<file path="config.mk">
export PLATFORM = sky130hd
export DESIGN_NAME = fp_left_normalize_flat
export DESIGN_NICKNAME = d
export VERILOG_FILES = /design/src/rtl/fp_left_normalize_pkg.sv /design/src/rtl/fp_left_normalize_if.sv /design/src/rtl/fp_left_normalize_lzc.sv /design/src/rtl/fp_left_normalize.sv /design/src/flat_wrapper.sv
export SDC_FILE = /design/constraint.sdc
export NUM_CORES = 1
export LEC_CHECK = 0
export BUFFER_PORTS_ARGS = -buffer_cell sky130_fd_sc_hd__buf_4
export CAP_MARGIN = 10
export CORE_MARGIN = 1.5
export CORE_UTILIZATION = 28
export DETAILED_ROUTE_END_ITERATION = 8
export HOLD_SLACK_MARGIN = 0.1
export PLACE_DENSITY = 0.45
export SYNTH_ARGS = -nofsm -noshare
export SYNTH_HDL_FRONTEND = slang
export SYNTH_HIERARCHICAL = 1
export SYNTH_SLANG_ARGS = --single-unit
</file>
<file path="constraint.sdc">
create_clock -name clk -period 5.5 [get_ports clk]
set_input_delay 0.275 -clock clk [delete_from_list [all_inputs] [get_ports clk]]
set_output_delay 0.275 -clock clk [all_outputs]
set_load 0.03 [all_outputs]
</file>
<file path="src/rtl/fp_left_normalize_pkg.sv">
// Shared FP datapath constants and types for the left normalizer.
package fp_pkg;

  localparam int IN_W   = 50;                 // unnormalized mantissa, bit IN_W-1 is the hidden one
  localparam int MANT_W = 23;                 // output fraction width
  localparam int EXP_W  = 8;                  // biased exponent width
  localparam int BIAS   = 127;
  localparam int LZ_W   = $clog2(IN_W + 1);   // leading-zero count 0..IN_W

  typedef logic [IN_W-1:0]   mant_in_t;
  typedef logic [EXP_W-1:0]  exp_t;
  typedef logic [LZ_W-1:0]   lz_t;
  typedef logic [MANT_W-1:0] frac_t;

  typedef struct packed {
    frac_t mant;
    exp_t  exp;
    logic  guard;
    logic  sticky;
    logic  zero;
  } norm_res_t;

  // Left-shift amount: full leading-zero count, but never push the exponent
  // below 1. An exponent of 0 is already denormal and is not shifted at all.
  // e-1 cannot wrap because the e==0 case is handled first.
  function automatic exp_t norm_shift(lz_t lz, exp_t e);
    exp_t lz_e;
    lz_e = exp_t'(lz);
    if (e == '0)
      return '0;
    else if (lz_e < e - exp_t'(1))
      return lz_e;
    else
      return e - exp_t'(1);
  endfunction

endpackage

</file>
<file path="src/rtl/fp_left_normalize_if.sv">
// Upstream/downstream valid-ready bundle of the left normalizer.
// master = the environment feeding and draining the block, slave = the block.
interface fp_left_normalize_if;
  import fp_pkg::*;

  logic  in_valid;
  logic  in_ready;
  mant_in_t in_mant;
  exp_t  in_exp;

  logic  out_valid;
  logic  out_ready;
  frac_t out_mant;
  exp_t  out_exp;
  logic  out_guard;
  logic  out_sticky;
  logic  out_zero;

  modport master (
    output in_valid, in_mant, in_exp, out_ready,
    input  in_ready, out_valid, out_mant, out_exp, out_guard, out_sticky, out_zero
  );

  modport slave (
    input  in_valid, in_mant, in_exp, out_ready,
    output in_ready, out_valid, out_mant, out_exp, out_guard, out_sticky, out_zero
  );

endinterface

</file>
<file path="src/rtl/fp_left_normalize_lzc.sv">
// Combinational leading-zero counter. cnt = W when the input is all zero.
module fp_lzc #(
  parameter int W     = 50,
  parameter int CNT_W = $clog2(W + 1)
) (
  input  logic [W-1:0]     din,
  output logic [CNT_W-1:0] cnt,
  output logic             all_zero
);

  // Scan LSB->MSB so the highest set bit is the last one to win.
  always_comb begin
    cnt      = CNT_W'(W);
    all_zero = 1'b1;
    for (int i = 0; i < W; i++) begin
      if (din[i]) begin
        cnt      = CNT_W'(W - 1 - i);
        all_zero = 1'b0;
      end
    end
  end

endmodule

</file>
<file path="src/rtl/fp_left_normalize.sv">
// Two-stage left normalizer: stage A captures the beat with its leading-zero
// count, stage B shifts, clamps at the denormal boundary and splits the
// result into fraction/guard/sticky for the rounder.
module fp_left_normalize
  import fp_pkg::*;
(
  input  logic                clk,
  input  logic                rst,
  fp_left_normalize_if.slave  bus
);

  // stage A state
  logic     a_valid_q, a_valid_d;
  mant_in_t a_mant_q,  a_mant_d;
  exp_t     a_exp_q,   a_exp_d;
  lz_t      a_lz_q,    a_lz_d;
  logic     a_zero_q,  a_zero_d;

  // stage B state (drives the outputs directly)
  logic      b_valid_q, b_valid_d;
  norm_res_t res_q,     res_d;

  logic      a_adv, b_adv, in_fire;
  lz_t       lz_in;
  logic      zero_in;
  exp_t      sh, exp_n;
  mant_in_t  m;
  norm_res_t nrm;

  fp_lzc #(.W(IN_W), .CNT_W(LZ_W)) u_lzc (
    .din      (bus.in_mant),
    .cnt      (lz_in),
    .all_zero (zero_in)
  );

  // Stall chain: a stage may move when the one below it is empty or moving.
  always_comb begin
    b_adv   = !b_valid_q || bus.out_ready;
    a_adv   = !a_valid_q || b_adv;
    in_fire = bus.in_valid && a_adv;
  end

  assign bus.in_ready = a_adv;

  // Stage A capture; data holds when nothing is accepted.
  always_comb begin
    a_valid_d = a_valid_q;
    a_mant_d  = a_mant_q;
    a_exp_d   = a_exp_q;
    a_lz_d    = a_lz_q;
    a_zero_d  = a_zero_q;
    if (a_adv) a_valid_d = in_fire;
    if (in_fire) begin
      a_mant_d = bus.in_mant;
      a_exp_d  = bus.in_exp;
      a_lz_d   = lz_in;
      a_zero_d = zero_in;
    end
  end

  // Shift/clamp of the stage A beat. If the clamp stopped short of the
  // leading one, the result is denormal and carries exponent 0.
  always_comb begin
    sh    = norm_shift(a_lz_q, a_exp_q);
    m     = a_mant_q << sh;
    exp_n = a_exp_q - sh;
    nrm   = '0;
    if (a_zero_q) begin
      nrm.zero = 1'b1;
    end else begin
      nrm.mant   = m[IN_W-2 -: MANT_W];
      nrm.guard  = m[IN_W-2-MANT_W];
      nrm.sticky = |m[IN_W-3-MANT_W:0];
      nrm.exp    = m[IN_W-1] ? exp_n : '0;
    end
  end

  // Stage B load; result registers only change when a new beat moves in,
  // so the outputs stay stable while stalled.
  always_comb begin
    b_valid_d = b_valid_q;
    res_d     = res_q;
    if (b_adv) b_valid_d = a_valid_q;
    if (b_adv && a_valid_q) res_d = nrm;
  end

  // Pipeline registers; reset drops any in-flight beats.
  always_ff @(posedge clk) begin
    if (rst) begin
      a_valid_q <= 1'b0;
      a_mant_q  <= '0;
      a_exp_q   <= '0;
      a_lz_q    <= '0;
      a_zero_q  <= 1'b0;
      b_valid_q <= 1'b0;
      res_q     <= '0;
    end else begin
      a_valid_q <= a_valid_d;
      a_mant_q  <= a_mant_d;
      a_exp_q   <= a_exp_d;
      a_lz_q    <= a_lz_d;
      a_zero_q  <= a_zero_d;
      b_valid_q <= b_valid_d;
      res_q     <= res_d;
    end
  end

  assign bus.out_valid  = b_valid_q;
  assign bus.out_mant   = res_q.mant;
  assign bus.out_exp    = res_q.exp;
  assign bus.out_guard  = res_q.guard;
  assign bus.out_sticky = res_q.sticky;
  assign bus.out_zero   = res_q.zero;

endmodule

</file>
<file path="src/flat_wrapper.sv">
// flat-port wrapper written by rule: the top's interface ports become plain ports
module fp_left_normalize_flat import fp_pkg::*;
  (clk, rst, bus_in_valid, bus_in_mant, bus_in_exp, bus_out_ready, bus_in_ready, bus_out_valid, bus_out_mant, bus_out_exp, bus_out_guard, bus_out_sticky, bus_out_zero);
  fp_left_normalize_if bus_i ();
  input  logic clk;
  input  logic rst;
  input wire logic [$bits(bus_i.in_valid)-1:0] bus_in_valid;
  input wire logic [$bits(bus_i.in_mant)-1:0] bus_in_mant;
  input wire logic [$bits(bus_i.in_exp)-1:0] bus_in_exp;
  input wire logic [$bits(bus_i.out_ready)-1:0] bus_out_ready;
  output wire logic [$bits(bus_i.in_ready)-1:0] bus_in_ready;
  output wire logic [$bits(bus_i.out_valid)-1:0] bus_out_valid;
  output wire logic [$bits(bus_i.out_mant)-1:0] bus_out_mant;
  output wire logic [$bits(bus_i.out_exp)-1:0] bus_out_exp;
  output wire logic [$bits(bus_i.out_guard)-1:0] bus_out_guard;
  output wire logic [$bits(bus_i.out_sticky)-1:0] bus_out_sticky;
  output wire logic [$bits(bus_i.out_zero)-1:0] bus_out_zero;
  assign bus_i.in_valid = bus_in_valid;
  assign bus_i.in_mant = bus_in_mant;
  assign bus_i.in_exp = bus_in_exp;
  assign bus_i.out_ready = bus_out_ready;
  assign bus_in_ready = bus_i.in_ready;
  assign bus_out_valid = bus_i.out_valid;
  assign bus_out_mant = bus_i.out_mant;
  assign bus_out_exp = bus_i.out_exp;
  assign bus_out_guard = bus_i.out_guard;
  assign bus_out_sticky = bus_i.out_sticky;
  assign bus_out_zero = bus_i.out_zero;
  fp_left_normalize u_core (.clk(clk), .rst(rst), .bus(bus_i));
endmodule
</file>
; ---- Word-level counts from Yosys, hierarchy flattened
; Cells that the tools add are included.
[word_totals]
reg_bits = 101
input_bits = 62
[op_classes]
add_sub_neg = 2
n_lt_le_gt_ge = 1
n_shift = 1
mux = 105
n_reduce_logical = 8
[ops]
columns = op, n
row1 = $mux 6, 49
row2 = $mux 1, 51
row3 = $shl 50x8->50, 1
row4 = $mux 33, 1
row5 = $reduce_or 25->1, 1
row6 = $mux 8, 3
row7 = $logic_not 8->1, 1
row8 = $lt 6x8->1, 1
row9 = $sub 8x1->8 const B, 1
row10 = $sub 8x8->8, 1
row11 = $logic_and 1x1->1, 2
row12 = $logic_not 1->1, 2
row13 = $logic_or 1x1->1, 2
row14 = $mux 2, 1

; ---- Logic depth before layout (Yosys ltp)
[depth]
word_depth = 50
ltp_mapped = 24

; ---- Hierarchy
; The synthesis kept the hierarchy.
[modules_own_cells]
columns = mod, n_inst, cells_each, area_per_inst_um2
row1 = fp_left_normalize, 1, 969, 7298.2
row2 = fp_lzc, 1, 112, 668.1

; ---- Worst setup path before layout
; No wires, ideal clock.
[synth_timing]
kind = register -> register
from = register u_core.a_exp_q[0]
to = register u_core.res_q, in the netlist u_core/bus.out_exp[7]
setup_ns = 0.117
arrival_time_ns = 4.515
required_ns = 5.383
slack_ns = 0.868
stages_incl_launch_ff = 23
cell_sequence = dfxtp_1 > nor3_1 > nor3b_1 > xnor2_1 > ha_1 > a2111oi_0 > o21a_1 > nor2_1 > a21oi_2 > nor2_4 > inv_2 > buf_2 > buf_2 > buf_1 > ha_1 > o21ai_0 > nand2b_1 > a21o_1 > a21o_1 > a21o_1 > a21oi_1 > xor2_1 > a22o_1
[synth_between]
elab_chain_cells = 7
[synth_lines]
columns = element, line_no
row1 = "start, declared", fp_left_normalize.sv:15  ; exp_t a_exp_q, a_exp_d;
row2 = "start signal, assigned", fp_left_normalize.sv:100  ; a_exp_q <= a_exp_d;
row3 = $sub 8x1->8, "fp_left_normalize_pkg.sv:31, fp_left_normalize_pkg.sv:34"
row4 = $lt 6x8->1, fp_left_normalize_pkg.sv:31  ; else if (lz_e < e - exp_t'(1))
row5 = $mux 8, fp_left_normalize_pkg.sv:31
row6 = $mux 8, fp_left_normalize_pkg.sv:29  ; if (e == '0)
row7 = $shl 50x8->50 or $sub 8x8->8 (tied branches), "fp_left_normalize.sv:65, fp_left_normalize.sv:66"
row8 = $mux 8 (*), fp_left_normalize.sv:74  ; nrm.exp = m[IN_W-1] ? exp_n : '0;
row9 = $mux 33 (*), fp_left_normalize.sv:68  ; if (a_zero_q) begin
row10 = "end signal, assigned", fp_left_normalize.sv:104  ; res_q <= res_d;
row11 = "end, declared", fp_left_normalize.sv:21  ; norm_res_t res_q, res_d;
; Mark *: on every way between the ends. The rest lies on a longest branch, timed or not.
; A chain may end at the register's enable or synchronous reset.

; ---- Worst setup path after layout
[layout_timing]
from = register u_core.a_exp_q[0]
to = register u_core.res_q, in the netlist u_core/bus.out_sticky
[layout_between]
elab_chain_cells = 7
[layout_lines]
columns = element, line_no
row1 = $sub 8x1->8, "fp_left_normalize_pkg.sv:31, fp_left_normalize_pkg.sv:34"
row2 = $lt 6x8->1, fp_left_normalize_pkg.sv:31
row3 = $mux 8, fp_left_normalize_pkg.sv:31
row4 = $mux 8 (*), fp_left_normalize_pkg.sv:29
row5 = $shl 50x8->50 (*), fp_left_normalize.sv:65  ; m = a_mant_q << sh;
row6 = $reduce_or 25->1 (*), fp_left_normalize.sv:73  ; nrm.sticky = |m[IN_W-3-MANT_W:0];
row7 = $mux 33 (*), fp_left_normalize.sv:68
; Marked as above.

==> metrics.yaml <==
worst_hold_path:
  worstHoldPathCells: 3
  hp-class: "in2reg"
  worstHoldStart: "bus_in_valid"
cells_and_area:
  area_delta_synth_final_pct: 16.54
  finalInstanceArea_mm2: 0.009284
  n_antenna_cell: 0
  post-route-util_pct: 33.33
  nNetsFinal: 1211
  stdcell_count: 1517
  drive_gt1_share_pct: 17.21
sta:
  timing.final.ws_setup_ns: 0.4924
  tightest_slew_ns: 1.070
  rsz0062_at_grt: "no"
  slew_viol_final: 0
  hold_viol: 0
  timing.hold.ws_ns: 0.1336
  slew-limit-headroom_pct: 28.32
  fin_skew_ns: 0.01423
  max_clock_freq_mhz: 199.7
  tns_ns: 0
  fin_crit_ns: 5.008
  setup_viol: 0
  period_share_pct: 91.05
synth:
  syn_nets: 1158
  synth.most_common_cell: "nand2_1"
  ys_types: 90
  synth_sequential_area_ratio_pct: 25.38
  yosysWarnings: 6
  synthArstFlopShare_pct: 0
  synth_common_cells: "nand2_1, a21oi_1, dfxtp_1"
  yosysTopAreaCellShare_pct: 25.38
  synth_area_leader_cell: "dfxtp_1"
  netlist_instances: 1081
  syn_area_per_cell_um2: 7.369
  yosys-top-cells-area: "dfxtp_1, nand2_1, mux2i_1"
  synth-edff-count: 0
  ys_seq_elements: 101
  synthFlopType: "dfxtp_1"
  syn_area_mm2: 0.007966
detailed_routing:
  remaining_drc_errors: 0
  wl_per_cell_um: 19.66
  dr.pass1.iters: 5
  viasPerCell: 5.545
  drt_iter0_markers: 697
  drt_wl_total_mm: 29.82
  ant_nets: 0
  via_count: 8412
run_status:
  outcome: "finished clean"
floorplan:
  start_util_pct: 28.60
  rows: 61
  die_area_mm2: 0.02947
  core_mm2: 0.02786
  pin_count: 98
  fp.dieW_um: 171.7
  dieHeight_um: 171.7
clock_network:
  clk_pin_slew_ns: 0.08
  cts_tree: "yes"
  cts_resized: 0
  clockBufferDepth: 2
  cts.sinks: 101
  clk_latency_ns: 0.36
  numCtsBuffers: 9
  root_buffer: "clkbuf_16"
  h-tree-depth: 3
  hold_buffers: 0
  postCtsSetupRepairBufs: 0
place:
  dp_hpwl_mm: 22.87
  dp_slack_ns: 0.5605
  placedInstanceArea_mm2: 0.008994
  place_congestion: 0.9048
  dp.cells: 1501
  io_buffer_count: 97
global_route:
  gr-usage-all-layers_pct: 20.39
  grt_pass1_vias: 7910
  grt_max_degree: 80
  overflow: 0
  grt_pass1_wl_mm: 46.51
  antenna_found_initial: 1
setup_path:
  worst-endpoint-required_ns: 5.74
  crit_type: "reg2reg"
  reg2regPathDepth: 16
  critPathArrivalTime_ns: 5.25
  r2r_start: "u_core/a_exp_q[0]"
  crit_start: "u_core/a_exp_q[0]"
  setup.worst_path.end_class: "register"
  critPathMaxFanout: 28
  cp-start-kind: "register"
pwr:
  p_leak_nw: 3.653
  power.total_mw: 1.981
  ir_drop_mv: 0.1187
  power_density_mw_per_mm2: 213.3
job:
  cap_violations: 0
-- critical path: stages (launching register included) --
cell,delay [ns]
dfxtp_1,0.45
inv_1,0.12
ha_1,0.29
xnor2_1,0.23
ha_1,0.22
a2111oi_0,0.50
o21ai_1,0.30
nand2_1,0.23
nor2_2,0.12
nor2_2,0.16
buf_4,0.40
mux2i_1,0.45
o22ai_1,0.15
a31oi_1,0.35
or4bb_1,0.51
o31ai_1,0.27
a31oi_1,0.11
-- path summary, 6_finish.rpt --
kind	endpoint	slack, ns
max	u_core/bus.out_sticky	0.49
max reg2reg	u_core/bus.out_sticky	0.49
min	u_core/a_valid_q	0.13
min reg2reg	u_core/a_mant_q[20]	0.45
-- per-layer routing --
metal,up-vias,GRT usage (%),share of wire (%)
met2,276,29.63,42
met5,-,0,0
met4,0,6.331,2.5
met1,4001,30.42,51
li1,4095,-,-
met3,40,3.014,4.9
-- final cells by class --
cell class                 count  area [um^2]
fill                        3083        18570
tap                          378        473.0
clock buffer                   9        225.2
timing repair buffer         120        900.9
clock inverter                 7        65.06
multi-input combinational    877         5504
inverter                      25        93.84
sequential                   101         2022
-- sequential cells by signal (all words and copies together), names as in the netlist --
register and cells:
u_core/bus.out_sticky 1, u_core/bus.out_valid 1, u_core/a_mant_q 50, u_core/a_lz_q 6, u_core/bus.out_mant 23, u_core/a_exp_q 8
u_core/a_valid_q 1, u_core/bus.out_zero 1, u_core/bus.out_exp 8, u_core/a_zero_q 1, u_core/bus.out_guard 1
-- report_power, final --
group,leakage (nW),switching [mW],internal (mW)
clock network,0.146,0.341,0.321
registers,0.827,0.0383,0.764
logic,2.68,0.322,0.194
total,3.65,0.701,1.28
-- cells in the final DEF, fill, tap and decap left out, types with 14 or more instances in the layout --
master,instances
inv_1,22
a31oi_1,19
nor3_1,29
nand3_1,35
a211oi_1,23
nand2_1,196
o22ai_1,22
a21oi_1,124
o21ai_0,41
o211ai_1,20
and3_1,14
mux2_2,26
mux2i_1,64
dfxtp_1,101
nor2_1,66
buf_4,120
ha_1,14
-- kinds of logic (layout without fill, tap and decap cells) --
kind of cell,Yosys count,count (layout),synth area share [%]
AND/OR/NAND/NOR,398,398,23.32
AO/OA/AOI/OAI,363,363,30.38
buffers and inverters,103,161,5.607
flip-flops,101,101,25.38
multiplexers,90,90,11.72
adder cells (fa/ha/maj),15,15,2.450
XOR/XNOR,10,10,1.099
other,1,1,0.04707
No activity file was read; power rests on OpenSTA's default activity.
